## config.mk

```make
export PLATFORM = sky130hd
export DESIGN_NAME = uart_rx_param
export DESIGN_NICKNAME = d
export VERILOG_FILES = /design/src/rtl/uart_rx_param.sv
export SDC_FILE = /design/constraint.sdc
export NUM_CORES = 1
export LEC_CHECK = 0
export CORE_UTILIZATION = 35
export CTS_CLUSTER_DIAMETER = 40
export DETAILED_ROUTE_END_ITERATION = 10
export GPL_TIMING_DRIVEN = 0
export PLACE_DENSITY_LB_ADDON = 0.05
export SYNTH_ARGS = -nofsm -noshare
export SYNTH_HDL_FRONTEND = slang
export SYNTH_SLANG_ARGS = --single-unit
```

## constraint.sdc

```tcl
create_clock -name clk -period 2.2 [get_ports clk]
set_clock_uncertainty 0.05 [all_clocks]
set_input_delay 0.55 -clock clk [delete_from_list [all_inputs] [get_ports clk]]
set_output_delay 0.55 -clock clk [all_outputs]
set_load 0.01 [all_outputs]
```

## src/rtl/uart_rx_param.sv

```systemverilog
// Parametrised UART receiver: glitch-rejecting start detection, parity/framing/break flags.
// Optional macro UART_RX_MAJORITY_EN selects 2-of-3 majority voting for every bit decision.
module uart_rx_param #(
    parameter int CLK_FREQ    = 50_000_000,
    parameter int BAUD        = 9600,
    parameter int DATA_BITS   = 8,
    parameter int PARITY      = 0,
    parameter int STOP_BITS   = 1,
    parameter int SYNC_STAGES = 2
) (
    input  logic                 clk,
    input  logic                 rst_n,
    input  logic                 rx_i,
    output logic [DATA_BITS-1:0] data_o,
    output logic                 rx_valid_o,
    output logic                 parity_err_o,
    output logic                 frame_err_o,
    output logic                 break_o,
    output logic                 busy_o
);
    localparam int DIV  = CLK_FREQ / BAUD;
    localparam int HALF = DIV / 2;
    localparam int CW   = $clog2(DIV);
    localparam logic [CW-1:0] CNT_LAST  = CW'(DIV - 1);
    localparam logic [CW-1:0] CNT_HALF  = CW'(HALF);
    localparam logic [3:0]    LAST_DATA = 4'(DATA_BITS - 1);
    localparam logic [3:0]    LAST_STOP = 4'(STOP_BITS - 1);

    typedef enum logic [2:0] {
        S_IDLE, S_START, S_DATA, S_PARITY, S_STOP, S_DONE, S_BRK_WAIT
    } state_t;

    state_t                 r_state, w_next;
    logic [SYNC_STAGES-1:0] r_sync;
    logic                   r_rx_d, r_rx_d2;
    logic [CW-1:0]          r_cnt;
    logic [3:0]             r_bit_idx;
    logic [DATA_BITS-1:0]   r_shift;
    logic                   r_par, r_stop0, r_ferr_acc;
    logic                   w_rx_s, w_bit, w_start_edge, w_tick, w_half, w_par_err;

    // NOTE: synchroniser flops reset to 1 so a reset release never looks like a start edge.
    always_ff @(posedge clk or negedge rst_n) begin
        if (!rst_n) begin
            r_sync  <= '1;
            r_rx_d  <= 1'b1;
            r_rx_d2 <= 1'b1;
        end else begin
            r_sync  <= {r_sync[SYNC_STAGES-2:0], rx_i};
            r_rx_d  <= w_rx_s;
            r_rx_d2 <= r_rx_d;
        end
    end

    assign w_rx_s       = r_sync[SYNC_STAGES-1];
    assign w_start_edge = r_rx_d & ~w_rx_s;
    assign w_tick       = (r_cnt == CNT_LAST);
    assign w_half       = (r_cnt == CNT_HALF);

`ifdef UART_RX_MAJORITY_EN
    assign w_bit = (w_rx_s & r_rx_d) | (w_rx_s & r_rx_d2) | (r_rx_d & r_rx_d2);
`else
    assign w_bit = w_rx_s;
`endif

    // Odd parity flags an even total of ones, even parity flags an odd total.
    assign w_par_err = (PARITY == 1) ? ~(^r_shift ^ r_par) :
                       (PARITY == 2) ?  (^r_shift ^ r_par) : 1'b0;

    always_ff @(posedge clk or negedge rst_n) begin
        if (!rst_n) r_state <= S_IDLE;
        else        r_state <= w_next;
    end

    // NOTE: next state defaults to the current state first, so no path can infer a latch.
    always_comb begin
        w_next = r_state;
        case (r_state)
            S_IDLE:     if (w_start_edge) w_next = S_START;
            S_START:    if (w_half) w_next = w_bit ? S_IDLE : S_DATA;
            S_DATA:     if (w_tick && r_bit_idx == LAST_DATA)
                            w_next = (PARITY != 0) ? S_PARITY : S_STOP;
            S_PARITY:   if (w_tick) w_next = S_STOP;
            S_STOP:     if (w_tick && r_bit_idx == LAST_STOP) w_next = S_DONE;
            S_DONE:     w_next = break_o ? S_BRK_WAIT : S_IDLE;
            S_BRK_WAIT: if (w_rx_s) w_next = S_IDLE;
            default:    w_next = S_IDLE;
        endcase
    end

    // NOTE: all state here uses non-blocking assignments so every flop sees pre-edge values.
    always_ff @(posedge clk or negedge rst_n) begin
        if (!rst_n) begin
            r_cnt        <= '0;
            r_bit_idx    <= '0;
            r_shift      <= '0;
            r_par        <= 1'b0;
            r_stop0      <= 1'b0;
            r_ferr_acc   <= 1'b0;
            data_o       <= '0;
            rx_valid_o   <= 1'b0;
            parity_err_o <= 1'b0;
            frame_err_o  <= 1'b0;
            break_o      <= 1'b0;
        end else begin
            rx_valid_o <= 1'b0;
            break_o    <= 1'b0;
            case (r_state)
                S_START: r_cnt <= w_half ? '0 : r_cnt + 1'b1;
                S_DATA, S_PARITY, S_STOP: r_cnt <= w_tick ? '0 : r_cnt + 1'b1;
                default: r_cnt <= '0;
            endcase
            if (r_state == S_IDLE) begin
                r_bit_idx  <= '0;
                r_ferr_acc <= 1'b0;
            end
            if (w_tick) begin
                case (r_state)
                    S_DATA: begin
                        r_shift   <= {w_bit, r_shift[DATA_BITS-1:1]};
                        r_bit_idx <= (r_bit_idx == LAST_DATA) ? '0 : r_bit_idx + 1'b1;
                    end
                    S_PARITY: r_par <= w_bit;
                    S_STOP: begin
                        r_bit_idx  <= r_bit_idx + 1'b1;
                        r_ferr_acc <= r_ferr_acc | ~w_bit;
                        if (r_bit_idx == '0) r_stop0 <= w_bit;
                        // Final stop sample commits the frame; outputs are live during DONE.
                        if (r_bit_idx == LAST_STOP) begin
                            data_o       <= r_shift;
                            rx_valid_o   <= 1'b1;
                            parity_err_o <= w_par_err;
                            frame_err_o  <= r_ferr_acc | ~w_bit;
                            break_o      <= (r_shift == '0) &
                                            ((r_bit_idx == '0) ? ~w_bit : ~r_stop0);
                        end
                    end
                    default: ;
                endcase
            end
        end
    end

    assign busy_o = (r_state != S_IDLE);
endmodule

```

==> Implementation_results.wiki <==
{| class="wikitable"
! Metric !! Value
|-
| Average routed wire per standard cell || 13.2 um
|-
| Ys async rst share || 1.00
|-
| Hpwl dp || about 2700 um
|-
| Share of cells above drive strength 1 || 0.242
|-
| Reg2Reg Depth || 7
|-
| Clock network fraction of total power || 0.303
|-
| Diode insertion count for antenna repair || 0
|-
| Number of instances in the synthesized netlist || 185
|-
| Min Hold Slack || around 0.09 ns
|-
| Maximum number of pins on one net before global-route repair || 31
|-
| Buffers added on ports || 14
|-
| Number of storage elements in the synthesis netlist || 43
|-
| Multi-input combinational cell area || 871 um^2
|-
| Class of the tightest hold or removal check || in2async
|-
| Synth area leaders || sky130_fd_sc_hd__dfrtp_1 (49%), sky130_fd_sc_hd__mux2_2 (9.3%), sky130_fd_sc_hd__nor2_1 (4.6%), sky130_fd_sc_hd__dfstp_2 (3.8%), sky130_fd_sc_hd__xor2_1 (3.0%)
|-
| Wire length of the first global-routing pass || 6490 um
|-
| Clock latency on the worst-skew pair || 0.30 ns
|-
| Area of the core || approximately 5600 um^2
|-
| Worst r2r dst || data_o[4]
|-
| Via count of the first global-routing pass || roughly 1400
|-
| Die W || about 80 um
|-
| Library cells used by synthesis || 43
|-
| Average size of a mapped cell || ~11 um^2
|-
| Max Slew Vio Count || 0
|-
| Crit share post-route || 0.949
|-
| Highest Clock Rate || around 0.48 GHz
|-
| CP max stage cell || sky130_fd_sc_hd__dfrtp_1
|-
| DR DRC count || 0
|-
| Crit path capture type || flip-flop
|-
| Arrival time at the worst endpoint || roughly 2.2 ns
|-
| Maximum buffer depth of the clock tree || 2
|-
| Pre-antenna DRT Iters || 4
|-
| Unrepaired setup endpoints after global routing || no
|-
| Pwr/cell area || 693 nW/um^2
|-
| Number of hold buffers added after CTS || 0
|-
| Count of filler cells inserted in the layout || roughly 560
|-
| Total Die Area || 6170 um^2
|-
| Sequential Power Share || 0.552
|-
| Number of nets at the end of the flow || 217
|-
| Final setup violation count || 0
|-
| Fraction of synthesized cell area taken by the top area cell type || 0.488
|-
| Layer carrying the most global-route usage || met2
|-
| Num rows || 27
|-
| IO Pins || 16
|-
| Chip height || 78.5 um
|-
| Drt first-iter violations || 53
|-
| Global Route met2 Usage || 0.222
|-
| Clock transition time at the flip-flop clock pins of the worst setup and hold paths || 0.09 ns
|-
| Area used by sequential logic in the layout || between 1000 and 1500 um^2
|-
| CTS Buf Count || 5
|-
| Number of enable-type register cells in the synthesized netlist || 0
|-
| Reg2Reg Setup Slack || 0.11 ns
|-
| Outcome || complete, no violations
|-
| Cell taking the most area after synthesis || sky130_fd_sc_hd__dfrtp_1
|-
| Number of clock sinks seen by CTS || between 40 and 50
|-
| Synth warnings || 0
|-
| Critical register-to-register path startpoint || r_cnt[0]
|-
| Critical Path, Cell by Cell || ha_2 > and4_2 > and4_4 > and3_1 > buf_2 > buf_6 > mux2_2
|-
| Share of the core filled with cells in the final layout || 0.435
|-
| Maximum fanout count along the critical path || 9
|-
| Max rail drop VDD || between 300 and 400 uV
|-
| Setup Crit Path Kind || reg2reg
|-
| Final ANT Viol Nets || 0
|-
| CTS tree || done
|-
| Int Power || 1.19 mW
|-
| Most common library cell in the layout ignoring fill and taps || sky130_fd_sc_hd__dfrtp_1
|-
| Shortest period the worst path allows || roughly 2.1 ns
|-
| DR vias/cell || 4.93
|-
| Number of antenna violations at the first check in global routing || 0
|-
| Required @ worst endpoint || roughly 2.3 ns
|-
| Synth Net Count || between 150 and 200
|-
| Total net switching power || 486 uW
|-
| Logic pwr share || 0.146
|-
| Top flip-flop cell by instance count after synthesis || sky130_fd_sc_hd__dfrtp_1
|-
| Crit-path max cell delay || between 0.3 and 0.4 ns
|-
| Initial core utilization || 0.368
|-
| Number of hold-slack violations in the final timing report || 0
|-
| Routed vias || 1394
|-
| Area Growth Syn to Fin || 18.2%
|-
| Final RePlAce weighted congestion || a little under 0.8
|-
| Maxcap violations || 0
|-
| Global routing met3 resource utilization || 0.0419
|-
| Routed wire length || about 3700 um
|-
| Sw Ratio || 0.290
|-
| Leading cell types in the layout, fill and taps excluded || sky130_fd_sc_hd__dfrtp_1 (40), sky130_fd_sc_hd__nor2_1 (25), sky130_fd_sc_hd__mux2_2 (17)
|-
| Fraction of the yosys area taken by sequential cells || 0.527
|-
| Root Driver || sky130_fd_sc_hd__clkbuf_8
|-
| Synthesized area || just over 2000 um^2
|-
| Total number of H-tree levels || 2
|-
| Cell leakage power || 1.12 nW
|-
| Gr ovfl total || 0
|-
| M1 GR Usage || 0.172
|-
| Nature of the critical path startpoint || flip-flop
|-
| Gr usage total || 0.137
|}
==> registers in the layout, summed over array words and instances, names as in the netlist <==
register	count
frame_err_o	1
data_o	8
r_cnt	13
r_rx_d	1
r_state	3
break_o	1
r_shift	8
r_bit_idx	4
r_ferr_acc	1
r_sync	2
rx_valid_o	1
==> per-stage QoR <==
step	area (um^2)	power [mW]	std cells	setup TNS [ns]	setup WS (ns)
after CTS	2400	1.70	281	0	0.00146
after global placement	2280	1.16	271	-24.46	-0.602
after detailed placement	2290	1.18	272	0	0.0857
after global routing	2420	1.78	283	0	0.0178
after floorplan	2050	1.09	185	0	0.290
final	2420	1.68	283	0	0.113
==> synth_stat cells, types with 2 or more instances <==
library cell / count
sky130_fd_sc_hd__a21oi_1: 5
sky130_fd_sc_hd__a22o_1: 2
sky130_fd_sc_hd__and3_1: 5
sky130_fd_sc_hd__buf_6: 5
sky130_fd_sc_hd__dfrtp_1: 40
sky130_fd_sc_hd__dfstp_2: 3
sky130_fd_sc_hd__ha_1: 4
sky130_fd_sc_hd__inv_1: 8
sky130_fd_sc_hd__mux2_2: 17
sky130_fd_sc_hd__nand2_1: 14
sky130_fd_sc_hd__nand3_1: 6
sky130_fd_sc_hd__nand4_1: 2
sky130_fd_sc_hd__nor2_1: 25
sky130_fd_sc_hd__nor2b_1: 2
sky130_fd_sc_hd__nor3_1: 6
sky130_fd_sc_hd__o21ai_0: 4
sky130_fd_sc_hd__xnor2_1: 5
sky130_fd_sc_hd__xor2_1: 7
==> cell families after synthesis <==
kind of cell	after synthesis	synth area share
adder cells (fa/ha/maj)	4	0.0244
AND/OR/NAND/NOR	71	0.178
flip-flops	43	0.527
AO/OA/AOI/OAI	21	0.0696
other	1	0.00183
buffers and inverters	16	0.0549
XOR/XNOR	12	0.0513
multiplexers	17	0.0934
==> power by group through the flow <==
stage,registers [mW],clock network [mW],logic [mW]
2_1_floorplan,0.918,0,0.171
3_3_place_gp,0.937,0,0.228
3_5_place_dp,0.939,0,0.237
4_1_cts,0.924,0.531,0.241
5_1_grt,0.939,0.565,0.280
6_report,0.925,0.508,0.244
==> cell type report <==
type	instances	area share
repair buffers	18	0.0744
plain buffers	8	0.0341
clock inverters	3	0.00826
inverters	8	0.0124
flip-flops and latches	43	0.446
multi-input cells	126	0.360
well taps	72	0.0372
clock buffers	5	0.0284
==> metal layers <==
layer	share of wire	wire length, um
met1	0.49	1830
met2	0.46	1730
met5	0	0
met3	0.036	133
met4	0.011	40
==> worst max-delay path by stage <==
| stage | slack [ns] | depth (start not counted) | endpoint | startpoint |
|---|---|---|---|---|
| floorplan | 0.29 | 7 | data_o[2] | r_cnt[0] |
| global placement | -0.60 | 1 | r_shift[4] | rst_n |
| detailed placement | 0.09 | 7 | data_o[4] | r_cnt[0] |
| CTS | 0.001 | 4 | busy_o | r_state[2] |
| global route | 0.02 | 7 | data_o[5] | r_cnt[0] |
| finish | 0.11 | 7 | data_o[4] | r_cnt[0] |
==> timing repair <==
action                                  4_1_cts  5_1_grt
pin swaps                                     0        1
setup buffers                                 1        2
endpoints found under the setup margin        1        6
resized for setup                             2        2
==> worst max-delay path, delay by kind of cell, from the launching register on <==
family,cells,cell delay [ns]
flip-flops,1,0.39
adder cells (fa/ha/maj),1,0.23
multiplexers,1,0.33
AND/OR/NAND/NOR,3,0.66
buffers and inverters,2,0.31
No activity file was read; power rests on OpenSTA's default activity.
